File: src/rtl/fpu_align_seq.sv
// fpu_align_seq: multi-cycle exponent alignment for the FPU add/sub path.
// Shifts the smaller-exponent mantissa right by up to STEP bits per cycle, accumulating sticky.
module fpu_align_seq #(
  parameter int MANT_W = 64,
  parameter int EXP_W  = 16,
  parameter int STEP   = 8
) (
  input  logic              clk,
  input  logic              rst,
  input  logic              flush,
  input  logic              in_valid,
  output logic              in_ready,
  input  logic [EXP_W-1:0]  a_exp,
  input  logic [MANT_W-1:0] a_num,
  input  logic [EXP_W-1:0]  b_exp,
  input  logic [MANT_W-1:0] b_num,
  output logic              out_valid,
  input  logic              out_ready,
  output logic [EXP_W-1:0]  out_exp,
  output logic [MANT_W-1:0] out_a_num,
  output logic [MANT_W-1:0] out_b_num,
  output logic              out_swap,
  output logic              inexact,
  output logic              busy
);
  localparam int RW = $clog2(MANT_W + 1);
  typedef enum logic [1:0] {IDLE, SHIFT, DONE} state_t;
  state_t            state;
  logic [RW-1:0]     rem, remInit, stepAmt;
  logic [EXP_W-1:0]  expDiff;
  logic [MANT_W-1:0] cur;
  logic              aGe, lost;
  always_comb begin
    aGe     = a_exp >= b_exp;
    expDiff = aGe ? a_exp - b_exp : b_exp - a_exp;
    remInit = 32'(expDiff) >= MANT_W ? RW'(MANT_W) : RW'(expDiff);
    stepAmt = 32'(rem) < STEP ? rem : RW'(STEP);
    cur     = out_swap ? out_a_num : out_b_num;
    // stepAmt==MANT_W makes the mask all ones, so the whole mantissa feeds sticky
    lost    = |(cur & ~({MANT_W{1'b1}} << stepAmt));
  end
  assign in_ready  = state == IDLE && !flush;
  assign out_valid = state == DONE;
  assign busy      = state != IDLE;
  always_ff @(posedge clk or posedge rst) begin
    if (rst) begin
      state     <= IDLE;
      rem       <= '0;
      out_exp   <= '0;
      out_a_num <= '0;
      out_b_num <= '0;
      out_swap  <= 1'b0;
      inexact   <= 1'b0;
    end else if (flush) begin
      state <= IDLE;
    end else if (state == IDLE && in_valid) begin
      out_exp   <= aGe ? a_exp : b_exp;
      out_a_num <= a_num;
      out_b_num <= b_num;
      out_swap  <= !aGe;
      inexact   <= 1'b0;
      rem       <= remInit;
      state     <= remInit == '0 ? DONE : SHIFT;
    end else if (state == SHIFT) begin
      if (out_swap) out_a_num <= cur >> stepAmt;
      else out_b_num <= cur >> stepAmt;
      inexact <= inexact | lost;
      rem     <= rem - stepAmt;
      state   <= rem == stepAmt ? DONE : SHIFT;
    end else if (state == DONE && out_ready) begin
      state <= IDLE;
    end
  end
endmodule

File: config.mk
export PLATFORM = sky130hd
export DESIGN_NAME = fpu_align_seq
export DESIGN_NICKNAME = d
export VERILOG_FILES = /design/src/rtl/fpu_align_seq.sv
export SDC_FILE = /design/constraint.sdc
export NUM_CORES = 1
export LEC_CHECK = 0
export ABC_CLOCK_PERIOD_IN_PS = 16000
export CAP_MARGIN = 5
export CORE_MARGIN = 2
export CORE_UTILIZATION = 52
export CTS_BUF_LIST = sky130_fd_sc_hd__clkbuf_4
export DETAILED_ROUTE_END_ITERATION = 6
export GPL_ROUTABILITY_DRIVEN = 0
export PLACE_DENSITY_LB_ADDON = 0.12
export SYNTH_ARGS = -nofsm -noshare
export SYNTH_HDL_FRONTEND = slang
export SYNTH_SLANG_ARGS = --single-unit
File: constraint.sdc
create_clock -name clk -period 16 [get_ports clk]
set_input_delay 4.8 -clock clk [delete_from_list [all_inputs] [get_ports clk]]
set_output_delay 4.8 -clock clk [all_outputs]
set_load 0.02 [all_outputs]
== Word-level counts from Yosys, hierarchy flattened ==
Index checks and enable logic that the tools add are counted.

* Bits in registers: 155
* Input bits: 165
* Output and inout bits: 149
* Logic and storage cells: 60

* $add $sub $neg: 3
* $lt $le $gt $ge: 3
* Equal/unequal tests: 4
* Shifts and indexed selects: 2
* Mux-type cells: 21
* Bitwise logic cells: 4
* Reductions and logical operators: 16

{| class="wikitable"
|+ Operator list
! operator !! number
|-
| 64-bit 2-to-1 mux || 7
|-
| 64-bit AND || 1
|-
| 64-bit NOT || 1
|-
| 64-bit OR reduction || 1
|-
| 64-bit by 7-bit << shifter with 64-bit output, first input constant || 1
|-
| 64-bit by 7-bit right shift with 64-bit output || 1
|-
| 16-bit 2-to-1 mux || 2
|-
| 16-bit subtractor || 2
|-
| 7-bit 2-to-1 mux || 4
|-
| 16-bit greater-or-equal comparator || 1
|-
| 16-bit by 7-bit greater-or-equal comparator with 1-bit output, second input constant || 1
|-
| 2-bit 2-to-1 mux || 6
|-
| 7-bit equality test || 1
|-
| 7-bit zero test || 1
|-
| 7-bit by 4-bit < comparator with 1-bit output, second input constant || 1
|-
| 7-bit subtractor || 1
|-
| 3-bit AND reduction || 2
|-
| 2-bit nonzero test || 3
|-
| 2-bit AND reduction || 2
|-
| 4-bit nonzero test || 1
|-
| 1-bit logical AND || 3
|-
| 2-bit by 1-bit equality test with 1-bit output, second input constant || 1
|-
| 2-bit equality test, second input constant || 1
|-
| 1-bit zero test || 2
|-
| other kinds (5) || 6
|}

== Depth between registers and ports, before layout ==
Gate-level depths: netlist (run 1).

* Depth after elaboration: 9
* Depth in mapped cells: 14
* Gate-level depth less buffers: 12

== Worst setup path before layout (run 1) ==
OpenSTA, ideal clock, no wires.

* Path type: input to output
* From: input flush
* To: output in_ready
* Arrival time: 5.093 ns
* Path slack: 6.107 ns
* Stages: 1
* Buffers on the path: 0
* Cell sequence: nor2_1

* Word-level cells in the longest chain between the ends: 2

{| class="wikitable"
|+ RTL lines
! element !! RTL line !! text
|-
| start: declaration || 10 || <nowiki>input logic flush,</nowiki>
|-
| 1-bit zero test || 42 || <nowiki>assign in_ready = state == IDLE && !flush;</nowiki>
|-
| 1-bit logical AND || 42 ||
|-
| end: declaration || 12 || <nowiki>output logic in_ready,</nowiki>
|}

No other way between the ends.

== Worst setup path in the final report (run 1) ==
Same ends and word-level chain as after synthesis.

==> results of run 1 <==
-- Yosys cell counts (5+ instances only) --
master	n	share of area, %
sky130_fd_sc_hd__nand2b_1	5	0.26
sky130_fd_sc_hd__o31ai_1	47	2.9
sky130_fd_sc_hd__a31oi_1	9	0.47
sky130_fd_sc_hd__xnor2_1	5	0.37
sky130_fd_sc_hd__xor2_1	8	0.58
sky130_fd_sc_hd__o211ai_1	10	0.63
sky130_fd_sc_hd__mux2i_1	111	9.3
sky130_fd_sc_hd__o21ai_1	6	0.25
sky130_fd_sc_hd__o31ai_2	5	0.52
sky130_fd_sc_hd__a211oi_1	37	2.3
sky130_fd_sc_hd__nand4_1	5	0.26
sky130_fd_sc_hd__dfrtp_1	155	32
sky130_fd_sc_hd__inv_1	42	1.3
sky130_fd_sc_hd__nand2_1	198	6.2
sky130_fd_sc_hd__buf_6	8	0.75
sky130_fd_sc_hd__mux2_2	5	0.47
sky130_fd_sc_hd__nor2b_1	17	0.89
sky130_fd_sc_hd__nor3_1	7	0.29
sky130_fd_sc_hd__nor2_1	94	2.9
sky130_fd_sc_hd__nand3_1	7	0.29
sky130_fd_sc_hd__a21oi_1	120	5.0
sky130_fd_sc_hd__o22ai_1	7	0.37
sky130_fd_sc_hd__a21o_1	7	0.44
sky130_fd_sc_hd__mux4_2	55	10
sky130_fd_sc_hd__o21bai_1	5	0.31
sky130_fd_sc_hd__buf_1	17	0.53
sky130_fd_sc_hd__buf_2	24	1.0
sky130_fd_sc_hd__clkbuf_1	65	2.0
sky130_fd_sc_hd__o21ai_0	207	8.6
sky130_fd_sc_hd__ha_1	32	3.3
-- tightest hold or removal path, delay by kind of cell, from the launching register on --
family / cells / cell delay, ns
flip-flops: 1 / 0.37
AND/OR/NAND/NOR: 1 / 0.05
AO/OA/AOI/OAI: 1 / 0.06
-- per-stage QoR --
step	std cells	worst slack, ns	utilization (%)	power, W
2_1_floorplan	1382	6.11	-	0.00176
3_3_place_gp	1874	5.16	66.6	0.00238
3_5_place_dp	1874	5.15	66.6	0.00241
4_1_cts	1904	5.14	68.1	0.00271
5_1_grt	1907	5.07	68.1	0.00289
6_report	1907	5.15	68.1	0.00272
-- power by group through the flow --
stage                     Clock (W)  Combinational (W)  Sequential, W
after global placement            0            0.00161       0.000768
final                      0.000300            0.00165       0.000770
after global routing       0.000320            0.00178       0.000796
after detailed placement          0            0.00163       0.000776
after floorplan                   0           0.000863       0.000893
after CTS                  0.000304            0.00164       0.000767
-- final timing paths --
check | start | endpoint | slack (ns) | depth (start not counted)
worst max register to register | rem[3]$_DFFE_PP0P_ | out_b_num[14]$_DFFE_PP0P_ | 12.08 | 9
max in group asynchronous | rst | out_b_num[9]$_DFFE_PP0P_ | 9.71 | 3
worst max-delay path | flush | in_ready | 5.15 | 3
min in group asynchronous | rst | out_b_num[4]$_DFFE_PP0P_ | 4.70 | 2
worst min-delay path | out_exp[8]$_DFFE_PP0P_ | out_exp[8]$_DFFE_PP0P_ | 0.50 | 2
worst min register to register | out_exp[8]$_DFFE_PP0P_ | out_exp[8]$_DFFE_PP0P_ | 0.50 | 2
-- routing by layer --
layer	track usage, %	part of all wire (%)
met1	42.7	41
met2	49.3	48
met3	5.58	8.7
met4	10.8	2.8
met5	0	0
-- logic make-up (layout without fill, tap and decap cells) --
| kind of cell | count (synthesis) | count (layout) | synth area share [%] |
|---|---|---|---|
| AOI/OAI and AO/OA | 487 | 487 | 24.0 |
| and+or+nand+nor | 360 | 360 | 12.9 |
| muxes | 172 | 172 | 20.2 |
| buffers and inverters | 160 | 397 | 5.95 |
| DFF | 155 | 155 | 32.3 |
| adders and majority gates | 34 | 34 | 3.67 |
| xor gates and xnor gates | 13 | 13 | 0.949 |
| other | 1 | 4 | 0.0313 |
-- cell usage in the layout, fill, tap and decap left out, types with 6 or more instances in the layout --
cell type,count
sky130_fd_sc_hd__nand3_1,7
sky130_fd_sc_hd__nand2_1,196
sky130_fd_sc_hd__dfrtp_1,153
sky130_fd_sc_hd__mux4_2,55
sky130_fd_sc_hd__inv_1,41
sky130_fd_sc_hd__o21ai_1,6
sky130_fd_sc_hd__buf_4,12
sky130_fd_sc_hd__o211ai_1,10
sky130_fd_sc_hd__a21o_1,7
sky130_fd_sc_hd__o22ai_1,7
sky130_fd_sc_hd__o21ai_0,207
sky130_fd_sc_hd__clkdlybuf4s50_1,313
sky130_fd_sc_hd__o31ai_1,47
sky130_fd_sc_hd__nor2_1,94
sky130_fd_sc_hd__a21oi_1,118
sky130_fd_sc_hd__a31oi_1,9
sky130_fd_sc_hd__clkbuf_4,17
sky130_fd_sc_hd__mux2i_1,111
sky130_fd_sc_hd__a211oi_1,37
sky130_fd_sc_hd__xor2_1,8
sky130_fd_sc_hd__ha_1,32
sky130_fd_sc_hd__nor3_1,7
sky130_fd_sc_hd__nor2b_1,17
-- layout make-up --
| class | instances | share of cell area (%) |
|---|---|---|
| Tap cell | 285 | 2.31 |
| Timing Repair Buffer | 325 | 20.9 |
| Inverter | 42 | 1.05 |
| Antenna cell | 3 | 0.0487 |
| Clock inverter | 13 | 1.39 |
| Clock buffer | 17 | 0.827 |
| Sequential cell | 155 | 25.2 |
| Multi-Input combinational cell | 1067 | 48.3 |
-- flip-flops by register name, indices dropped and copies added (netlist names) --
register	flops
inexact	1
out_a_num	64
out_b_num	64
out_exp	16
out_swap	1
rem	7
state	2
==> results.md, run 1 <==
- The run finished with clean final reports.
- The clock buffer count from CTS is 17.
- For the final routed database, the setup TNS stands at 0 ns.
- The normalized max-slew margin is 19.3%.
- The most frequently used flop master after synthesis is sky130_fd_sc_hd__dfrtp_1.
- TritonCTS built the clock tree.
- Per report_power, the clock group accounts for 11.0% of the total.
- The die covers 24300 µm².
- The cell area power density is 177 nW/µm².
- The startpoint type of the worst setup path is an input pin.
- The overall routing resource usage is 30.9%.
- The kind of cell with the highest combined delay on the critical path is buffers and inverters.
- The fraction of registers with async set or reset after synthesis is 100%.
- In this run the remaining antenna-violating nets after routing total 0.
- For this run, the slowest stage of the critical path takes 0.61 ns.
- The number of placed I/O pins is 314.
- STA classifies the critical path endpoint as a primary output.
- The number of hold violations in the final report is 0.
- The net count reported at finish is 1807.
- The signal arrival time at the worst endpoint is 6.05 ns.
- The clock transition at the registers of the reported paths is 0.15 ns.
- The number of enable flip-flop cells after synthesis is 0.
- The port buffer count is 313.
- The number of nets handed over by synthesis was 1581.
- The HPWL reported at the end of detailed placement is 27100 µm.
- In this run the standard cell core region covers 22600 µm².
- The pin count of the biggest net entering global routing is 119.
- Across all layers, the routed design uses 11800 vias.
- For this run, the top clock speed supported by timing is 92.2 MHz.
- The post-layout instance area is 15400 µm².
- Traced cell by cell, the critical path runs through clkdlybuf4s50_1 -> nor2_1 -> clkdlybuf4s50_1.
- For the pin with the worst max-slew slack, the measured transition is 1.21 ns.
- Along the worst path, the maximum fanout reaches 6.
- For this design the total switching power over the nets is 0.00129 W.
- Averaged over all synthesized cells, the footprint is 8.68 µm².
- The classification of the worst-slack hold path is reg -> reg.
- After detailed routing, the number of vias per cell comes to 6.18.
- The number of design rule violations left after detail routing is 0.
- The required time of the critical path is 11.20 ns.
- The average routed wire per standard cell is 19.9 µm.
- In the final layout, flip-flops and latches occupy 3890 µm².
- Once placement finished, the instance area stood at 15100 µm².
- The hold slack is 0.500 ns.
- The warning count from the yosys run is 0.
- The type of the setup path with the least slack is in -> out.
- In the final layout, the share of cells above drive strength 1 is 8.15%.
- The synthesized area is 12000 µm².
- For this block, the routed nets add up to 38000 µm of wire.
- Counting stages on the worst path, the most repeated cell is sky130_fd_sc_hd__clkdlybuf4s50_1.
- Counting the fill cells in the layout gives 1874.
- The number of global-route vias before repair is 11000.
- The proportion of power drawn by combinational gates is 60.7%.
- The combined area of the multi-input logic cells is 7450 µm².
- The clock tree skew after final layout is 0.0365 ns.
- The maximum vdd drop is 115 µV.
- The final critical-path share of the clock period is 67.8%.
- The internal portion of the total power is 0.00143 W.
- The die is 156 µm wide.
- The number of max-slew violations in the final report is 0.
- The initial antenna violation count is 3.
- The share of synthesized area occupied by flip-flops and latches is 32.3%.
- The number of sinks handled by clock tree synthesis is 155.
- The iteration count of the initial detailed-routing pass is 6.
- For this block, the initial DRC count from the detailed router was 971.
- The initial core utilization is 53.0%.
- The leakage power of the design is 6.30 nW.
- Relative to the synthesized area, the layout overhead comes to 28.6%.
- The cell row count is 55.
- Synthesis inferred 155 register bits.
- Gates resized during post-CTS repair numbered 0.
- The first global-routing pass estimated 59500 µm of wire.
- The synthesized netlist cell count is 1382.
- Net switching is 47.5% of the power.
- The unique cell type count in the Yosys netlist is 67.
- The number of buffers between clock root and the deepest sink is 2.
- The minimum clock period is 10.85 ns.
- The number of maximum-capacitance constraint violations is 0.
- The count of buffer and inverter cells on the critical path is 2.
- The critical path's slowest cell is sky130_fd_sc_hd__clkdlybuf4s50_1.
- The H-tree was split into 4 levels.
- The post-cts hold buffer count is 0.
- Post-CTS timing repair inserted 0 buffers for setup.
- The later-pin clock latency in the skew report is 0.58 ns.
- Summed over all layers, the global routing overflow is 0.
- Setup violations remaining at the end of the flow were counted as 0.
- The root buffer selected by CTS is sky130_fd_sc_hd__clkbuf_4.
- The overall die height is 156 µm.
- The proportion of power drawn by flip-flops and latches is 28.3%.
- Setup repair after global routing left no endpoint under its margin.
Note: power is estimated with default switching activity, not from simulation.
==> run 2, diff against run 1 <==
- ABC_CLOCK_PERIOD_IN_PS: 16000 -> 8700
- CORE_UTILIZATION: 52 -> 46
- clock period: 16 -> 8.7 ns (I/O delays scaled with it)
==> results.md, run 2 (synthesis results as in run 1) <==
- The number of design rule violations left after detail routing came to 0 (unchanged).
- The clock tree skew after final layout is 0.0392 ns (was 0.0365 ns).
- The startpoint of the most critical register-to-register path is rem[3]$_DFFE_PP0P_ (unchanged).
- The HPWL reported at the end of detailed placement was 28300 µm (was 27100 µm).
- The sequential standard cell area came to 3890 µm² (unchanged).
- The classification of the worst-slack hold path is reg -> reg (unchanged).
- The port buffer count is 313 (unchanged).
- The core occupancy in the finished layout was 59.8% (was 68.1%).
- The signal arrival time at the worst endpoint is 3.87 ns (was 6.05 ns).
- The post-cts hold buffer count is 0 (unchanged).
- The initial core utilization is 46.4% (was 53.0%).
- The wire length of the first global-routing pass is 60300 µm (was 59500 µm).
- The maximum vdd drop is 180 µV (was 115 µV).
- The reg2reg setup slack came to 4.79 ns (was 12.08 ns).
- The number of setup buffers added after CTS is 0 (unchanged).
- The number of nets still failing antenna checks after routing is 0 (unchanged).
- The core outline area is 25800 µm² (was 22600 µm²).
- The cell depth of the worst hold path is 2 (unchanged).
- Most used cells in the layout excluding fill and tap cells: 313 x sky130_fd_sc_hd__clkdlybuf4s50_1, 207 x sky130_fd_sc_hd__o21ai_0, 196 x sky130_fd_sc_hd__nand2_1, 153 x sky130_fd_sc_hd__dfrtp_1, 118 x sky130_fd_sc_hd__a21oi_1 (unchanged).
- The critical-path maximum fanout is 6 (unchanged).
- The total global routing overflow was 0 (unchanged).
- Based on the critical path, the design can be clocked at up to 154 MHz.
- The most common library cell in the layout ignoring fill and taps is sky130_fd_sc_hd__clkdlybuf4s50_1 (unchanged).
- The root buffer selected by CTS was sky130_fd_sc_hd__clkbuf_4 (unchanged).
- The post-cts repair resize count is 0 (unchanged).
- The overall die height is 165 µm (was 156 µm).
- The post-detailed-routing wire length was 39300 µm (was 38000 µm).
- The clock transition at the registers of the reported paths is 0.15 ns (about the same).
- The worst-margin pin slew is 1.11 ns (was 1.21 ns).
- The layout overhead on the synthesized area is 28.8% (was 28.6%).
- The net count reported at finish is 1809 (was 1807).
- The smallest clock period supported by the final layout is computed as 6.48 ns.
- The normalized max-slew margin is 25.5% (was 19.3%).
- The accumulated negative setup slack is 0 ns (unchanged).
- The number of levels the H-tree was split into is 4 (unchanged).
- The average routed wire per standard cell is 20.0 µm (was 19.9 µm).
- The required time of the critical path is 6.09 ns (was 11.20 ns).
- The number of max-slew violations in the final report is 0 (unchanged).
- The initial antenna violation count is 7 (was 3).
- The share of post-route cells with drive strength above 1 is 8.44% (was 8.15%).
- Registers with the highest flip-flop counts: out_a_num x64, out_b_num x64, out_exp x16 (unchanged).
- The width of the die is 165 µm (was 156 µm).
- The pin count of the biggest net entering global routing was 99 (was 119).
- The via count is 11600 (was 11800).
- The iteration count of the initial detailed-routing pass is 5 (was 6).
- The later-pin clock latency in the skew report is 0.56 ns (was 0.58 ns).
- The number of DRC markers after the initial detailed-route iteration is 1005 (was 971).
- The leakage power of the design is 6.27 nW (was 6.30 nW).
- The cell row count is 59 (was 55).
- The end point of the critical path was in_ready (unchanged).
- The via density per instance is 5.92 (was 6.18).
- The number of sinks handled by clock tree synthesis came to 155 (unchanged).
- Unrepaired setup endpoints after global routing: no (unchanged).
- The final critical-path share of the clock period is 74.4%.
- The final critical-path setup slack is 2.22 ns (was 5.15 ns).
- The overall routing resource usage came to 28.1% (was 30.9%).
- The combined area of the multi-input logic cells is 7450 µm² (unchanged).
- The number of placed I/O pins was 314 (unchanged).
- The layout filler cell count is 2345 (was 1874).
- The number of maximum-capacitance constraint violations was 0 (unchanged).
- The startpoint type of the worst setup path is an input pin (unchanged).
- The CTS tree is done (unchanged).
- The instance count after placement with tap cells included was 1926 (was 1874).
- The floorplan die area is 27400 µm² (was 24300 µm²).
- The number of hold violations in the final report is 0 (unchanged).
- The count of final setup violators is 0 (unchanged).
- The capturing point of the worst reg2reg path is out_b_num[14]$_DFFE_PP0P_ (unchanged).
- The worst setup slack before clock tree synthesis came to 2.11 ns (was 5.15 ns).
- The number of cells traversed by the worst register-to-register path came to 9 (unchanged).
- The number of buffers between clock root and the deepest sink is 2 (unchanged).
- The post-layout instance area is 15400 µm² (about the same).
- The placed instance area came to 15200 µm² (was 15100 µm²).
- The clock buffer count from CTS is 17 (unchanged).
- The type of the setup path with the least slack is in -> out (unchanged).
- The critical path startpoint is flush (unchanged).
- The number of global-route vias before repair is 11000 (about the same).
- Result of the run: complete, no violations (unchanged).
- The category of the worst setup path capture point is a primary output (unchanged).
- The post-route non-filler standard cell count is 1964 (was 1907).
- The cell area power density is 319 nW/µm² (was 177 nW/µm²).
[run 2: cell count changes in the layout (fill, tap and decap cells not counted)]
cell	previous run	this run
sky130_fd_sc_hd__clkbuf_4	17	19
sky130_fd_sc_hd__diode_2	3	6
sky130_fd_sc_hd__bufinv_16	5	1
sky130_fd_sc_hd__clkinvlp_4	2	5
sky130_fd_sc_hd__clkinv_1	1	0
sky130_fd_sc_hd__inv_6	4	6
sky130_fd_sc_hd__buf_4	12	14
[run 2: critical path: stages]
cell and delay [ns]:
sky130_fd_sc_hd__clkdlybuf4s50_1 0.51, sky130_fd_sc_hd__nor2_1 0.14, sky130_fd_sc_hd__clkdlybuf4s50_1 0.61
[run 2: per-layer routing]
layer | up-vias | global-route usage (%) | routed length, µm | part of all wire, %
met5 | - | 0 | 24 | 0.061
met4 | 4 | 7.25 | 720 | 1.8
met3 | 51 | 5.77 | 2820 | 7.2
met2 | 452 | 45.6 | 18900 | 48
met1 | 5630 | 38.6 | 16800 | 43
li1 | 5493 | - | - | -
[run 2: cell type report]
type	count	share of cell area, %
diodes	6	0.0972
clock buffers	19	0.924
clock inverters	13	0.851
inverters	42	1.05
multi-input cells	1067	48.2
flip-flops and latches	155	25.2
well taps	335	2.71
repair buffers	327	21.0
[run 2: worst min path at each step]
stage	slack, ns	endpoint	start
2_1_floorplan	0.56	rem[5]$_DFFE_PP0P_	rem[5]$_DFFE_PP0P_
3_3_place_gp	0.46	out_exp[8]$_DFFE_PP0P_	out_exp[8]$_DFFE_PP0P_
3_5_place_dp	0.47	out_exp[14]$_DFFE_PP0P_	out_exp[14]$_DFFE_PP0P_
4_1_cts	0.51	out_exp[14]$_DFFE_PP0P_	out_exp[14]$_DFFE_PP0P_
5_1_grt	0.53	out_exp[12]$_DFFE_PP0P_	out_exp[12]$_DFFE_PP0P_
6_report	0.50	out_exp[8]$_DFFE_PP0P_	out_exp[8]$_DFFE_PP0P_
[run 2: where the power goes]
group | leakage [nW] | internal (W) | switching (W)
Clock | 0.135 | 0.000155 | 0.000303
Sequential | 1.95 | 0.00103 | 0.000384
Combinational | 4.19 | 0.00134 | 0.00172
Total | 6.27 | 0.00253 | 0.00241
[run 2: stage by stage]
step / hold slack [ns] / power [W]
2_1_floorplan: 0.565 / 0.00323
3_3_place_gp: 0.463 / 0.00440
3_5_place_dp: 0.472 / 0.00446
4_1_cts: 0.507 / 0.00492
5_1_grt: 0.526 / 0.00527
6_report: 0.500 / 0.00493
==> run 3, diff against run 2 <==
- ABC_CLOCK_PERIOD_IN_PS: 8700 -> 6150
- CORE_UTILIZATION: 46 -> 51
- clock period: 8.7 -> 6.15 ns (I/O delays scaled with it)
==> results.md, run 3 (synthesis results as in run 1) <==
- Result of the run: complete, no violations (unchanged).
- The internal portion of total power is 0.00366 W (was 0.00253 W).
- The worst-case hold path end point is out_exp[5]$_DFFE_PP0P_ (was out_exp[8]$_DFFE_PP0P_).
- The initial core utilization is 51.6% (was 46.4%).
- The overall routing resource usage is 31.7% (was 28.1%).
- The worst setup slack before clock tree synthesis came to 0.624 ns (was 2.11 ns).
- The layout overhead on the synthesized area is 29.5% (was 28.8%).
- The cell area power density is 454 nW/µm² (was 319 nW/µm²).
- The worst path uses 81.6% of the clock period.
- The number of levels the H-tree was split into is 4 (unchanged).
- The hold path startpoint is out_exp[5]$_DFFE_PP0P_ (was out_exp[8]$_DFFE_PP0P_).
- The port buffer count came to 313 (unchanged).
- The worst-margin pin slew came to 1.15 ns (was 1.11 ns).
- The root buffer selected by CTS is sky130_fd_sc_hd__clkbuf_4 (unchanged).
- The number of cells traversed by the worst register-to-register path is 8 (was 9).
- The part of the power in the clock network was 10.0% (was 9.3%).
- The wire length of the first global-routing pass is 61700 µm (was 60300 µm).
- The number of global-route vias before repair is 11300 (was 11000).
- The global-route track usage on met2 was 51.3% (was 45.6%).
- The signal arrival time at the worst endpoint is 5.49 ns (was 3.87 ns).
- The met1 layer usage reported by global route is 42.7% (was 38.6%).
- The CTS tree is done (unchanged).
- Most used cells in the layout excluding fill and tap cells: 313 x sky130_fd_sc_hd__clkdlybuf4s50_1, 207 x sky130_fd_sc_hd__o21ai_0, 196 x sky130_fd_sc_hd__nand2_1, 153 x sky130_fd_sc_hd__dfrtp_1, 118 x sky130_fd_sc_hd__a21oi_1 (unchanged).
- The clock tree skew after final layout is 0.0292 ns (was 0.0392 ns).
- The normalized max-slew margin is 23.3% (was 25.5%).
- The net switching share of the total power is 48.1% (was 48.8%).
- The number of buffers between clock root and the deepest sink is 2 (unchanged).
- The number of sinks handled by clock tree synthesis came to 155 (unchanged).
- The overall die height is 157 µm (was 165 µm).
- The required time of the critical path was 6.62 ns (was 6.09 ns).
- The cell depth of the worst hold path was 2 (unchanged).
- The cell row count was 56 (was 59).
- The number of hold violations in the final report is 0 (unchanged).
- The accumulated negative setup slack was 0 ns (unchanged).
- Derived from the worst setup path, the maximum achievable clock frequency is 199 MHz.
- The number of DRC markers after the initial detailed-route iteration is 1009 (was 1005).
- The post-cts hold buffer count is 0 (unchanged).
- The iteration count of the initial detailed-routing pass was 6 (was 5).
- The number of nets still failing antenna checks after routing was 0 (unchanged).
- The critical path startpoint is a_exp[9] (was flush).
- The pin count of the biggest net entering global routing is 94 (was 99).
- The post-cts repair resize count was 0 (unchanged).
- The most common library cell in the layout ignoring fill and taps is sky130_fd_sc_hd__clkdlybuf4s50_1 (unchanged).
- The net count reported at finish is 1814 (was 1809).
- The share of post-route cells with drive strength above 1 is 8.67% (was 8.44%).
- The final critical-path setup slack came to 1.13 ns (was 2.22 ns).
- The via density per instance came to 6.04 (was 5.92).
- The number of maximum-capacitance constraint violations is 0 (unchanged).
- The proportion of power drawn by combinational gates is 62.2% (was 62.1%).
- The average routed wire per standard cell came to 20.1 µm (was 20.0 µm).
- After layout, the minimum clock period comes to 5.02 ns.
- The capturing point of the worst reg2reg path is out_b_num[42]$_DFFE_PP0P_ (was out_b_num[14]$_DFFE_PP0P_).
- The most heavily used metal layer in global routing was met2 (unchanged).
- The number of placed I/O pins was 314 (unchanged).
- The count of final setup violators is 0 (unchanged).
- The width of the die is 157 µm (was 165 µm).
- The number of design rule violations left after detail routing is 0 (unchanged).
- The number of max-slew violations in the final report came to 0 (unchanged).
- The classification of the worst-slack hold path is reg -> reg (unchanged).
- The later-pin clock latency in the skew report came to 0.58 ns (was 0.56 ns).
- The category of the worst setup path capture point is a flop (was primary output).
- The critical-path maximum fanout is 23 (was 6).
- The reported net switching power is 0.00340 W (was 0.00241 W).
- The post-detailed-routing wire length is 39200 µm (was 39300 µm).
- The proportion of power drawn by flip-flops and latches was 27.8% (was 28.7%).
- The maximum vdd drop is 226 µV (was 180 µV).
- The initial antenna violation count was 7 (unchanged).
- The clock buffer count from CTS is 17 (unchanged).
- The clock transition at the registers of the reported paths is 0.12 ns (was 0.15 ns).
- The HPWL reported at the end of detailed placement is 28500 µm (was 28300 µm).
- Unrepaired setup endpoints after global routing: no (unchanged).
- The global-route met3 utilization is 6.03% (was 5.77%).
- The type of the setup path with the least slack is in -> reg (was in -> out).
- The core outline area came to 23300 µm² (was 25800 µm²).
- Registers with the highest flip-flop counts: out_a_num x64, out_b_num x64, out_exp x16 (unchanged).
- The reg2reg setup slack is 2.15 ns (was 4.79 ns).
- The startpoint type of the worst setup path is an input pin (unchanged).
- The total global routing overflow came to 0 (unchanged).
- The number of setup buffers added after CTS is 0 (unchanged).
- The floorplan die area is 24800 µm² (was 27400 µm²).
- The via count is 11800 (was 11600).
- The leakage power of the design is 6.34 nW (was 6.27 nW).
- The startpoint of the most critical register-to-register path is rem[3]$_DFFE_PP0P_ (unchanged).
run 3: changes by cell type in the layout (fill, tap and decap cells not counted), sizes merged:
cell	delta
clkinv	+5
clkbuf	-1
clkinvlp	-3
buf	+5
inv	-4
bufinv	+2
diode	-1
run 3: per-layer routing:
layer  vias up  wire (µm)
met5         -         27
met4         4       1170
met3        74       3090
met2       525      18800
met1      5687      16100
li1       5497          -
run 3: worst max-delay path by stage:
| stage | end | slack (ns) | cells after the start |
|---|---|---|---|
| after floorplan | inexact$_DFFE_PP0P_ | 0.13 | 1 |
| after global placement | rem[2]$_DFFE_PP0P_ | 0.77 | 12 |
| after detailed placement | rem[1]$_DFFE_PP0P_ | 0.62 | 12 |
| after CTS | in_ready | 1.19 | 3 |
| after global routing | rem[1]$_DFFE_PP0P_ | 1.02 | 11 |
| final | rem[1]$_DFFE_PP0P_ | 1.13 | 11 |
run 3: metrics by stage:
step           instances  power, W  cell area [µm²]  util [%]  hold slack (ns)
2_1_floorplan       1382   0.00457            12000         -            0.565
3_3_place_gp        1915   0.00623            15200      65.4            0.461
3_5_place_dp        1915   0.00632            15200      65.4            0.470
4_1_cts             1946   0.00704            15500      66.7            0.499
5_1_grt             1949   0.00754            15500      66.8            0.521
6_report            1951   0.00706            15500      66.8            0.491
run 3: power by group through the flow:
| stage | clock network, W | registers [W] | logic, W |
|---|---|---|---|
| detailed placement | 0 | 0.00198 | 0.00434 |
| finish | 0.000708 | 0.00196 | 0.00439 |
| global route | 0.000760 | 0.00203 | 0.00475 |
| global placement | 0 | 0.00196 | 0.00427 |
| CTS | 0.000718 | 0.00195 | 0.00437 |
| floorplan | 0 | 0.00232 | 0.00225 |
run 3: area by class of cell:
type | count | area [µm²]
Clock inverter | 13 | 168
Sequential cell | 155 | 3890
Tap cell | 319 | 399
Timing Repair Buffer | 332 | 3330
Clock buffer | 18 | 135
Antenna cell | 5 | 12.5
Fill cell | 2017 | 7720
Inverter | 42 | 163
Multi-Input combinational cell | 1067 | 7450
run 3: worst max-delay path, cell delays in order:
cell and delay (ns):
sky130_fd_sc_hd__clkdlybuf4s50_1 0.50, sky130_fd_sc_hd__inv_1 0.06, sky130_fd_sc_hd__ha_1 0.56, sky130_fd_sc_hd__a21oi_1 0.16, sky130_fd_sc_hd__o21a_1 0.26, sky130_fd_sc_hd__o211ai_4 0.60, sky130_fd_sc_hd__o211ai_1 0.23, sky130_fd_sc_hd__a21oi_1 0.22
sky130_fd_sc_hd__o22ai_1 0.10, sky130_fd_sc_hd__or4_1 0.66, sky130_fd_sc_hd__o31ai_2 0.28
